## src/rtl/spi_reg_writer.sv

```systemverilog
// Parses framed SPI write commands (opcode, address, data...) into an NREGS x 8-bit register bank.
// Optional saturating error counter is built only when SPI_REG_WRITER_ERRCNT_EN is defined.
module spi_reg_writer #(
    parameter int NREGS = 8
) (
    input  logic               clk,
    input  logic               rst,
    input  logic [7:0]         rx_byte,
    input  logic               rx_valid,
    input  logic               frame_active,
    output logic [NREGS*8-1:0] regs,
    output logic               wr_strobe,
    output logic [7:0]         wr_addr,
    output logic [7:0]         wr_data,
    output logic               frame_err,
    output logic [7:0]         err_count
);

    typedef enum logic [2:0] {
        S_IDLE,
        S_ADDR,
        S_DATA,
        S_DONE,
        S_ERROR
    } state_t;

    localparam logic [8:0] NREGS_W   = 9'(NREGS);
    localparam logic [7:0] LAST_ADDR = 8'(NREGS - 1);

    state_t     state;
    logic       burst;
    logic [7:0] addr;
    logic       frame_q;
    logic       take;
    logic       enter_err;

    assign take = rx_valid & frame_active;

    always_comb begin
        enter_err = 1'b0;
        if (take) begin
            case (state)
                S_IDLE:  enter_err = (rx_byte != 8'h01) && (rx_byte != 8'h02);
                S_ADDR:  enter_err = ({1'b0, rx_byte} >= NREGS_W);
                S_DONE:  enter_err = 1'b1;
                default: enter_err = 1'b0;
            endcase
        end
    end

    always_ff @(posedge clk or posedge rst) begin
        if (rst) begin
            state     <= S_IDLE;
            burst     <= 1'b0;
            addr      <= 8'h00;
            frame_q   <= 1'b0;
            regs      <= '0;
            wr_strobe <= 1'b0;
            wr_addr   <= 8'h00;
            wr_data   <= 8'h00;
            frame_err <= 1'b0;
        end else begin
            wr_strobe <= 1'b0;
            frame_q   <= frame_active;
            // A new frame clears the flag, but an error on its first byte must win.
            if (frame_active && !frame_q)
                frame_err <= 1'b0;
            if (enter_err)
                frame_err <= 1'b1;

            if (!frame_active) begin
                state <= S_IDLE;
            end else if (rx_valid) begin
                case (state)
                    S_IDLE: begin
                        if (rx_byte == 8'h01 || rx_byte == 8'h02) begin
                            burst <= (rx_byte == 8'h02);
                            state <= S_ADDR;
                        end else begin
                            state <= S_ERROR;
                        end
                    end
                    S_ADDR: begin
                        if ({1'b0, rx_byte} < NREGS_W) begin
                            addr  <= rx_byte;
                            state <= S_DATA;
                        end else begin
                            state <= S_ERROR;
                        end
                    end
                    S_DATA: begin
                        for (int i = 0; i < NREGS; i++) begin
                            if (addr == 8'(i))
                                regs[8*i +: 8] <= rx_byte;
                        end
                        wr_strobe <= 1'b1;
                        wr_addr   <= addr;
                        wr_data   <= rx_byte;
                        if (burst)
                            addr <= (addr == LAST_ADDR) ? 8'h00 : addr + 8'h01;
                        else
                            state <= S_DONE;
                    end
                    S_DONE:  state <= S_ERROR;
                    default: state <= S_ERROR;
                endcase
            end
        end
    end

`ifdef SPI_REG_WRITER_ERRCNT_EN
    always_ff @(posedge clk or posedge rst) begin
        if (rst)
            err_count <= 8'h00;
        else if (enter_err && err_count != 8'hFF)
            err_count <= err_count + 8'h01;
    end
`else
    assign err_count = 8'h00;
`endif

endmodule

```

## config.mk

```make
export PLATFORM = sky130hd
export DESIGN_NAME = spi_reg_writer
export DESIGN_NICKNAME = d
export VERILOG_FILES = /design/src/rtl/spi_reg_writer.sv
export SDC_FILE = /design/constraint.sdc
export NUM_CORES = 1
export LEC_CHECK = 0
export BUFFER_PORTS_ARGS = -buffer_cell sky130_fd_sc_hd__buf_4
export CORE_ASPECT_RATIO = 0.7
export CORE_UTILIZATION = 53
export CTS_CLUSTER_SIZE = 24
export DETAILED_ROUTE_END_ITERATION = 8
export GPL_TIMING_DRIVEN = 0
export PLACE_DENSITY = 0.79
export SYNTH_ARGS = -nofsm -noshare
export SYNTH_HDL_FRONTEND = slang
export SYNTH_SLANG_ARGS = --single-unit
```

## constraint.sdc

```tcl
create_clock -name clk -period 3.6 [get_ports clk]
set_input_delay 0.18 -clock clk [delete_from_list [all_inputs] [get_ports clk]]
set_output_delay 0.18 -clock clk [all_outputs]
set_load 0.02 [all_outputs]
```

==> impl_metrics.tcl, run 1 <==
set metrics [dict create \
    clk_latency_ps 350 \
    worstSetupEndpointType "register" \
    setup_viol 0 \
    max_slew_margin_pct 45.23 \
    power_leakage_nw 2.761 \
    num_rows 26 \
    synth_seq_cells 95 \
    ir_worst_vdd_mv 0.2349 \
    track_usage_pct 24.76 \
    antenna_found_initial 0 \
    maxCapViolCount 0 \
    h-tree-depth 3 \
    syn-instance-count 302 \
    port_buffers 90 \
    viasPerCell 5.510 \
    area_growth_syn_to_layout_pct 25.23 \
    dieArea_um2 8149 \
    syn_area_per_cell_um2 13.66 \
    drt-pass1-iter-count 4 \
    tritoncts "built" \
    cp.required_ps 3840 \
    gp_congestion 0.8358 \
    clock_sinks 95 \
    worst_slack_ps 1323 \
    grt_overflow 0 \
    grt_setup_unrepaired "false" \
    dp_hpwl_um 6531 \
    grt_pass1_vias 2722 \
    ios 102 \
    first_iter_violations 148 \
    power_density_nw_per_um2 352.5 \
    clock_path_buffers 2 \
    netlist_top_cells_area "dfrtp_1, mux2_2, buf_4" \
    core_area_um2 7417 \
    total_power_mw 1.822 \
    postSynth.asyncResetShare_pct 100.0 \
    timing.final.hold_violations 0 \
    synthMostInstantiatedCell "dfrtp_1" \
    netlist-cell-type-count 43 \
    cts-root-buf "clkbuf_8" \
    ys_warn_count 0 \
    finish.net_count 429 \
    multi_input_area_um2 1589 \
    hold_ws_ps 47.74 \
    synth_top_area_share_pct 57.61 \
    dp_slack_ps 1345 \
    synth_top_cell_by_area "dfrtp_1" \
    synth_ff_type "dfrtp_1" \
    diodes 0 \
    vias 2843 \
    fin_util_pct 69.67 \
    drcViolationCount 0 \
    synthTopCellsByCount "dfrtp_1, mux2_2, buf_4, o21ai_0, nor2_1" \
    drt-total-wl_um 9312 \
    finalWorstPathRequiredPeriod_ps 2277 \
    ant_nets 0 \
    cp.arrival_ps 2520 \
    tightest_slew_ps 814.8 \
    wl_per_cell_um 18.05 \
    cp-start-kind "register" \
    fin_crit_sh_pct 63.24 \
    grt_pass1_wl_um 14850 \
    postCtsSetupRepairBufs 0 \
    synth-seq-area-share_pct 57.61 \
    fmax_mhz 439.3 \
    worstSetupPathType "reg2reg" \
    stdcell_count 516 \
    cp_max_fo 10 \
    die_h_um 75.83 \
    grt_max_degree 54 \
    synth_edf_count 0 \
    synthesis.area_um2 4126 \
    maxSlewViolCount 0 \
    cts-resized-gates 0 \
    drive_above_1_share_pct 50.24 \
    cts_buffers 9 \
    n_fill_cell 584 \
    run_status "finished clean" \
    hp-class "in2reg" \
    start_util_pct 55.63 \
    hold_buffers 2 \
    numPlacedInstances 498 \
    seq_area_um2 2377 \
    die_w_um 107.5 \
    path_clk_slew_ps 90 \
    finalClockSkew_ps 8.334 \
]
## state kept, by name, summed over array words and instances, names as in the netlist
| signal | count |
|---|---|
| wr_data | 8 |
| burst | 1 |
| regs | 64 |
| wr_strobe | 1 |
| addr | 8 |
| frame_err | 1 |
| frame_q | 1 |
| state | 3 |
| wr_addr | 8 |
## logic make-up after synthesis
family / synth area share (%)
DFF: 57.61
muxes: 22.56
and+or+nand+nor: 8.581
buffers and inverters: 4.518
AOI/OAI and AO/OA: 5.215
adders and majority gates: 1.213
other: 0.09088
xor gates and xnor gates: 0.2123
## critical path: stages (launching register included)
cell     delay, ps
dfrtp_1        390
buf_6          140
or3b_4         400
nor2_1         260
buf_4          250
and4_1         210
buf_4          180
mux2_2         350
## metal layers
layer | track usage [%] | vias up | share of wire [%]
met3 | 8.383 | 5 | 9.5
li1 | - | 1292 | -
met2 | 37.56 | 123 | 44
met4 | 4.262 | 0 | 0.41
met5 | 0 | - | 0
met1 | 35.42 | 1423 | 46
## cells in the final DEF, fill, tap and decap left out, drive strengths merged, types with 2 or more instances in the layout
master / instances
ha: 4
mux2: 80
conb: 8
nand3: 4
mux2i: 3
a22oi: 2
a2bb2oi: 2
o21ai: 11
buf: 110
and3: 4
nand2: 11
dlygate4sd3: 2
o211ai: 3
dfrtp: 95
nor4: 2
and4: 5
clkbuf: 21
a22o: 3
nand4: 3
nor3: 4
nor2b: 4
a31oi: 3
inv: 6
nor2: 10
clkinvlp: 2
## area by class of cell
class / instances / area share [%]
multi-input combinational: 181 / 30.75
clock inverter: 4 / 0.5569
clock buffer: 12 / 2.809
sequential: 95 / 46.00
buffer: 28 / 3.245
timing repair buffer: 93 / 13.85
inverter: 5 / 0.4116
tap: 98 / 2.373
## final timing paths
check                                     start  cells after the start                     end  slack [ps]
max reg2reg                state[2]$_DFFE_PP0P_                      7    regs[37]$_DFFE_PP0P_        1320
min in group asynchronous                   rst                      3  wr_data[1]$_DFFE_PP0P_         470
max in group asynchronous                   rst                      4    regs[15]$_DFFE_PP0P_        2490
max                        state[2]$_DFFE_PP0P_                      7    regs[37]$_DFFE_PP0P_        1320
min                                    rx_valid                      2    state[1]$_DFFE_PP0P_          50
min reg2reg                regs[24]$_DFFE_PP0P_                      1    regs[24]$_DFFE_PP0P_         510
## through the flow
stage               cell area (um^2)  TNS (ps)
CTS                             5167         0
global route                    5167         0
floorplan                       4153         0
detailed placement              4974         0
finish                          5167         0
global placement                4951     -7108
## report_power, final
part | switching (mW) | internal (mW) | leakage, nW
combinational | 0.0725 | 0.0370 | 1.37
clock | 0.363 | 0.272 | 0.0830
sequential | 0.00397 | 1.07 | 1.31
Power figures use the tool's default switching activity.
==> inputs of run 2 (changes only) <==
Clock period 3.6 ns to 2.4 ns, I/O delays scaled along.
==> run 2 against run 1 <==
  * Clock-buffer cell count did not move
  * Utilization increased by 0.89 points
  * Non-clock buffer count grew 2
  * First-iteration DRC count down 5.4%
  * Fmax grew 1.2%
  * Total power rose by 58%
  * Final area rose by 1.3%
  * Flip-flop and latch count unchanged
  * Critical path type unchanged
==> impl_metrics.tcl, run 2 (synthesis results as in run 1) <==
set metrics [dict create \
    cts-root-buf "clkbuf_8" \
    finish.net_count 431 \
    cts_buffers 9 \
    ant_nets 0 \
    port_buffers 90 \
    final_common_cell "buf_4" \
    crit_start "addr[5]$_DFFE_PP0P_" \
    grt_overflow 0 \
    drive_above_1_share_pct 50.48 \
    worst-path-buf-inv 0 \
    viasPerCell 5.450 \
    start_util_pct 55.63 \
    cp-start-kind "register" \
    largest_register "regs" \
    core_area_um2 7417 \
    cp.arrival_ps 2500 \
    diodes 0 \
    hp-start "rx_byte[1]" \
    grt_max_degree 44 \
    wl_per_cell_um 18.23 \
    num_rows 26 \
    drt-total-wl_um 9443 \
    grt_setup_unrepaired "false" \
    clock_path_buffers 2 \
    dp_hpwl_um 6534 \
    stdcell_count 518 \
    hp-class "in2reg" \
    cts-resized-gates 0 \
    worstSetupEndpointType "register" \
    maxSlewViolCount 0 \
    total_power_mw 2.879 \
    numPlacedInstances 499 \
    worstSetupPathType "reg2reg" \
    critPathMaxStageDelay_ps 760 \
    power_density_nw_per_um2 550.1 \
    drcViolationCount 0 \
    clk_latency_ps 360 \
    h-tree-depth 3 \
    n_fill_cell 529 \
    fin_crit_sh_pct 93.76 \
    track_usage_pct 24.24 \
    tritoncts "built" \
    drt-pass1-iter-count 5 \
    maxCapViolCount 0 \
    tightest_slew_ps 847.4 \
    timing.final.hold_violations 0 \
    clock_sinks 95 \
    setup_viol 0 \
    die_w_um 107.5 \
    antenna_found_initial 0 \
    dieArea_um2 8149 \
    largest_register_ffs 64 \
    fin_area_um2 5234 \
    power_leakage_nw 2.786 \
    gp_congestion 0.8488 \
    grt_pass1_wl_um 14450 \
    die_h_um 75.83 \
    finalWorstPathRequiredPeriod_ps 2250 \
    layout_common_cells "buf_4, dfrtp_1, mux2_2, o21ai_0, clkbuf_8" \
    vias 2823 \
    area_growth_syn_to_layout_pct 26.83 \
    path_cells "nor4_2 > and4bb_4 > nand2_4 > mux2_1" \
    first_iter_violations 140 \
    run_status "finished clean" \
    cpMaxStageDelayCell "nor4_2" \
    reg2reg_from "addr[5]$_DFFE_PP0P_" \
    setup_tns_ps 0 \
    place_area_um2 4995 \
    ios 102 \
    grt_pass1_vias 2666 \
    ir_worst_vdd_mv 0.3383 \
    cp_max_fo 9 \
    cp.required_ps 2650 \
    max_slew_margin_pct 43.03 \
    finalClockSkew_ps 12.90 \
    fmax_mhz 444.4 \
    path_clk_slew_ps 90 \
    crit_family "simple AND/OR/NAND/NOR gates" \
]
## run 2: cell types whose count changed in the layout (fill, tap and decap cells not counted), sizes merged
cell	before	now
inv	6	4
buf	110	111
bufinv	0	1
clkinvlp	2	3
dlygate4sd3	2	3
## run 2: report_power, final
group	total [mW]	leakage [nW]	switching, mW	internal, mW
combinational	0.171	1.38	0.111	0.0598
clock	1.09	0.0988	0.552	0.541
sequential	1.61	1.31	0.00572	1.61
## run 2: per-layer routing
layer | wire length (um) | GRT usage, % | share of wire (%)
met2 | 4280 | 37.49 | 45
met4 | 70 | 5.936 | 0.74
met1 | 4368 | 33.93 | 46
met5 | 0 | 0 | 0
met3 | 724 | 7.442 | 7.7
## run 2: cell type report
class                      count  area, um^2  share of cell area, %
clock buffer                  12       155.1                  2.964
tap                           98       122.6                  2.343
buffer                        28       167.7                  3.203
inverter                       5       22.52                 0.4303
sequential                    95        2377                  45.42
multi-input combinational    181        1589                  30.36
timing repair buffer          95       745.7                  14.25
clock inverter                 4       53.80                  1.028
## run 2: worst reg2reg max path, cell delays in order, from the launching register on
cell and delay [ps]:
dfrtp_1 450, nor4_2 770, and4bb_4 440, nand2_4 120, mux2_1 360
## run 2: what timing repair did
action / CTS / global route
setup buffers: 0 / 0
endpoints found under the hold margin: 18 / 0
hold buffers: 3 / 0
## run 2: stage by stage
stage	worst slack, ps	util (%)	hold slack, ps
6_report	149.8	70.56	27.86
2_1_floorplan	406.7	-	151.4
4_1_cts	159.9	70.56	15.30
3_3_place_gp	205.4	66.80	275.7
5_1_grt	27.79	70.56	28.47
3_5_place_dp	198.5	67.34	150.8
## run 2: worst paths after layout
| kind | to | slack (ps) | cells after the start |
|---|---|---|---|
| min in group asynchronous | wr_data[1]$_DFFE_PP0P_ | 310 | 3 |
| max | regs[25]$_DFFE_PP0P_ | 150 | 4 |
| min | wr_data[1]$_DFFE_PP0P_ | 30 | 2 |
| max reg2reg | regs[25]$_DFFE_PP0P_ | 150 | 4 |
| min reg2reg | regs[2]$_DFFE_PP0P_ | 500 | 1 |
| max in group asynchronous | regs[47]$_DFFE_PP0P_ | 1530 | 4 |
==> inputs of run 3 (changes only) <==
Settings changed: BUFFER_PORTS_ARGS -buffer_cell sky130_fd_sc_hd__buf_4 to unset, CORE_UTILIZATION 53 to 55, DONT_BUFFER_PORTS set to 1, MAX_ROUTING_LAYER set to met4, PLACE_DENSITY 0.79 to 0.7.
==> run 3 against run 2 <==
  * Cell count decreased by 17%
  * Final area is 12% lower
  * Fmax rose by 1.8%
  * Largest cell class unchanged
==> impl_metrics.tcl, run 3 (synthesis results as in run 1) <==
set metrics [dict create \
    worstSetupPathType "reg2reg" \
    maxCapViolCount 0 \
    worst-path-buf-inv 3 \
    finish.net_count 344 \
    cpMaxStageDelayCell "or3b_4" \
    grt_overflow 0 \
    layout_common_cells "dfrtp_1, mux2_2, buf_4, o21ai_0, clkbuf_8" \
    clock_path_buffers 2 \
    core_area_um2 7287 \
    cp.arrival_ps 2450 \
    diodes 0 \
    maxSlewViolCount 0 \
    run_status "finished clean" \
    grt_max_degree 44 \
    start_util_pct 56.63 \
    numPlacedInstances 409 \
    hp-class "in2reg" \
    fmax_mhz 452.5 \
    port_buffers 0 \
    hold_buffers 6 \
    antenna_found_initial 0 \
    cp.required_ps 2640 \
    setup_tns_ps 0 \
    viasPerCell 5.854 \
    critPathMostFrequentCell "buf_4" \
    worstSetupEndpointType "register" \
    cts_buffers 9 \
    ant_nets 0 \
    grt_setup_unrepaired "false" \
    ios 102 \
    max_slew_margin_pct 45.15 \
    stdcell_count 431 \
    ir_worst_vdd_mv 0.2748 \
    dp_hpwl_um 5946 \
    grt_pass1_vias 2567 \
    critPathMaxStageDelay_ps 400 \
    timing.final.hold_violations 0 \
    largest_register_ffs 64 \
    grt_pass1_wl_um 13630 \
    tightest_slew_ps 815.9 \
    h-tree-depth 3 \
    drt-pass1-iter-count 4 \
    path_clk_slew_ps 90 \
    drive_above_1_share_pct 36.64 \
    power_leakage_nw 2.323 \
    drcViolationCount 0 \
    num_rows 26 \
    postCtsSetupRepairBufs 0 \
    power_density_nw_per_um2 621.2 \
    die_w_um 105.5 \
    clk_latency_ps 360 \
    track_usage_pct 24.42 \
    largest_register "regs" \
    drt-total-wl_um 8802 \
    vias 2523 \
    area_growth_syn_to_layout_pct 11.16 \
    finalClockSkew_ps 4.643 \
    gp_congestion 0.8678 \
    first_iter_violations 124 \
    dieArea_um2 7859 \
    tritoncts "built" \
    finalWorstPathRequiredPeriod_ps 2210 \
    die_h_um 74.47 \
    setup_viol 0 \
    cp_max_fo 10 \
    cts-resized-gates 0 \
    wl_per_cell_um 20.42 \
    fin_crit_sh_pct 92.07 \
    crit_family "simple AND/OR/NAND/NOR gates" \
    clock_sinks 95 \
    final_common_cell "dfrtp_1" \
    cts-root-buf "clkbuf_8" \
    cp-start-kind "register" \
    path_cells "buf_6 > or3b_4 > nor2_1 > buf_4 > and4_1 > buf_4 > mux2_2" \
]
run 3: tightest hold or removal path, delay by kind of cell:
| kind | cells | cell delay (ps) |
|---|---|---|
| simple gates | 2 | 130 |
| compound gates | 1 | 100 |
run 3: routing by layer:
| layer | vias to the layer above | GRT usage [%] | part of all wire, % |
|---|---|---|---|
| met4 | 0 | 7.562 | 1.0 |
| met3 | 11 | 9.553 | 11 |
| met1 | 1291 | 31.26 | 44 |
| li1 | 1110 | - | - |
| met2 | 111 | 36.11 | 45 |
| met5 | - | - | 0 |
run 3: worst paths after layout:
check,from,to,slack [ps],cells after the start
min in group asynchronous,rst,regs[22]$_DFFE_PP0P_,200,2
worst min-delay path,rx_byte[2],burst$_DFFE_PP0P_,40,3
worst max-delay path,state[2]$_DFFE_PP0P_,regs[33]$_DFFE_PP0P_,190,7
worst max register to register,state[2]$_DFFE_PP0P_,regs[33]$_DFFE_PP0P_,190,7
max in group asynchronous,rst,regs[41]$_DFFE_PP0P_,1410,4
worst min register to register,addr[6]$_DFFE_PP0P_,addr[6]$_DFFE_PP0P_,550,1
run 3: layout make-up:
class,count,area (um^2)
plain buffers,28,167.7
clock buffers,12,155.1
clock inverters,4,52.55
fillers,609,2700
inverters,5,22.52
multi-input cells,181,1589
flip-flops and latches,95,2377
well taps,98,122.6
repair buffers,8,100.1
run 3: where the power goes:
| part | switching (mW) | internal [mW] |
|---|---|---|
| clock network | 0.543 | 0.543 |
| registers | 0.0156 | 1.61 |
| logic | 0.0927 | 0.0454 |
run 3: metrics by stage:
step                total power, mW  util, %  setup WS [ps]  hold WS, ps  instance area (um^2)
global route                  2.942    62.95          72.99        60.26                  4587
global placement              1.777    58.72          213.3        151.6                  4279
detailed placement            1.787    59.27          199.2       -23.91                  4319
floorplan                     1.746        -          406.7        151.4                  4156
CTS                           2.878    62.95          183.8        28.49                  4587
finish                        2.849    62.95          190.3        36.26                  4587
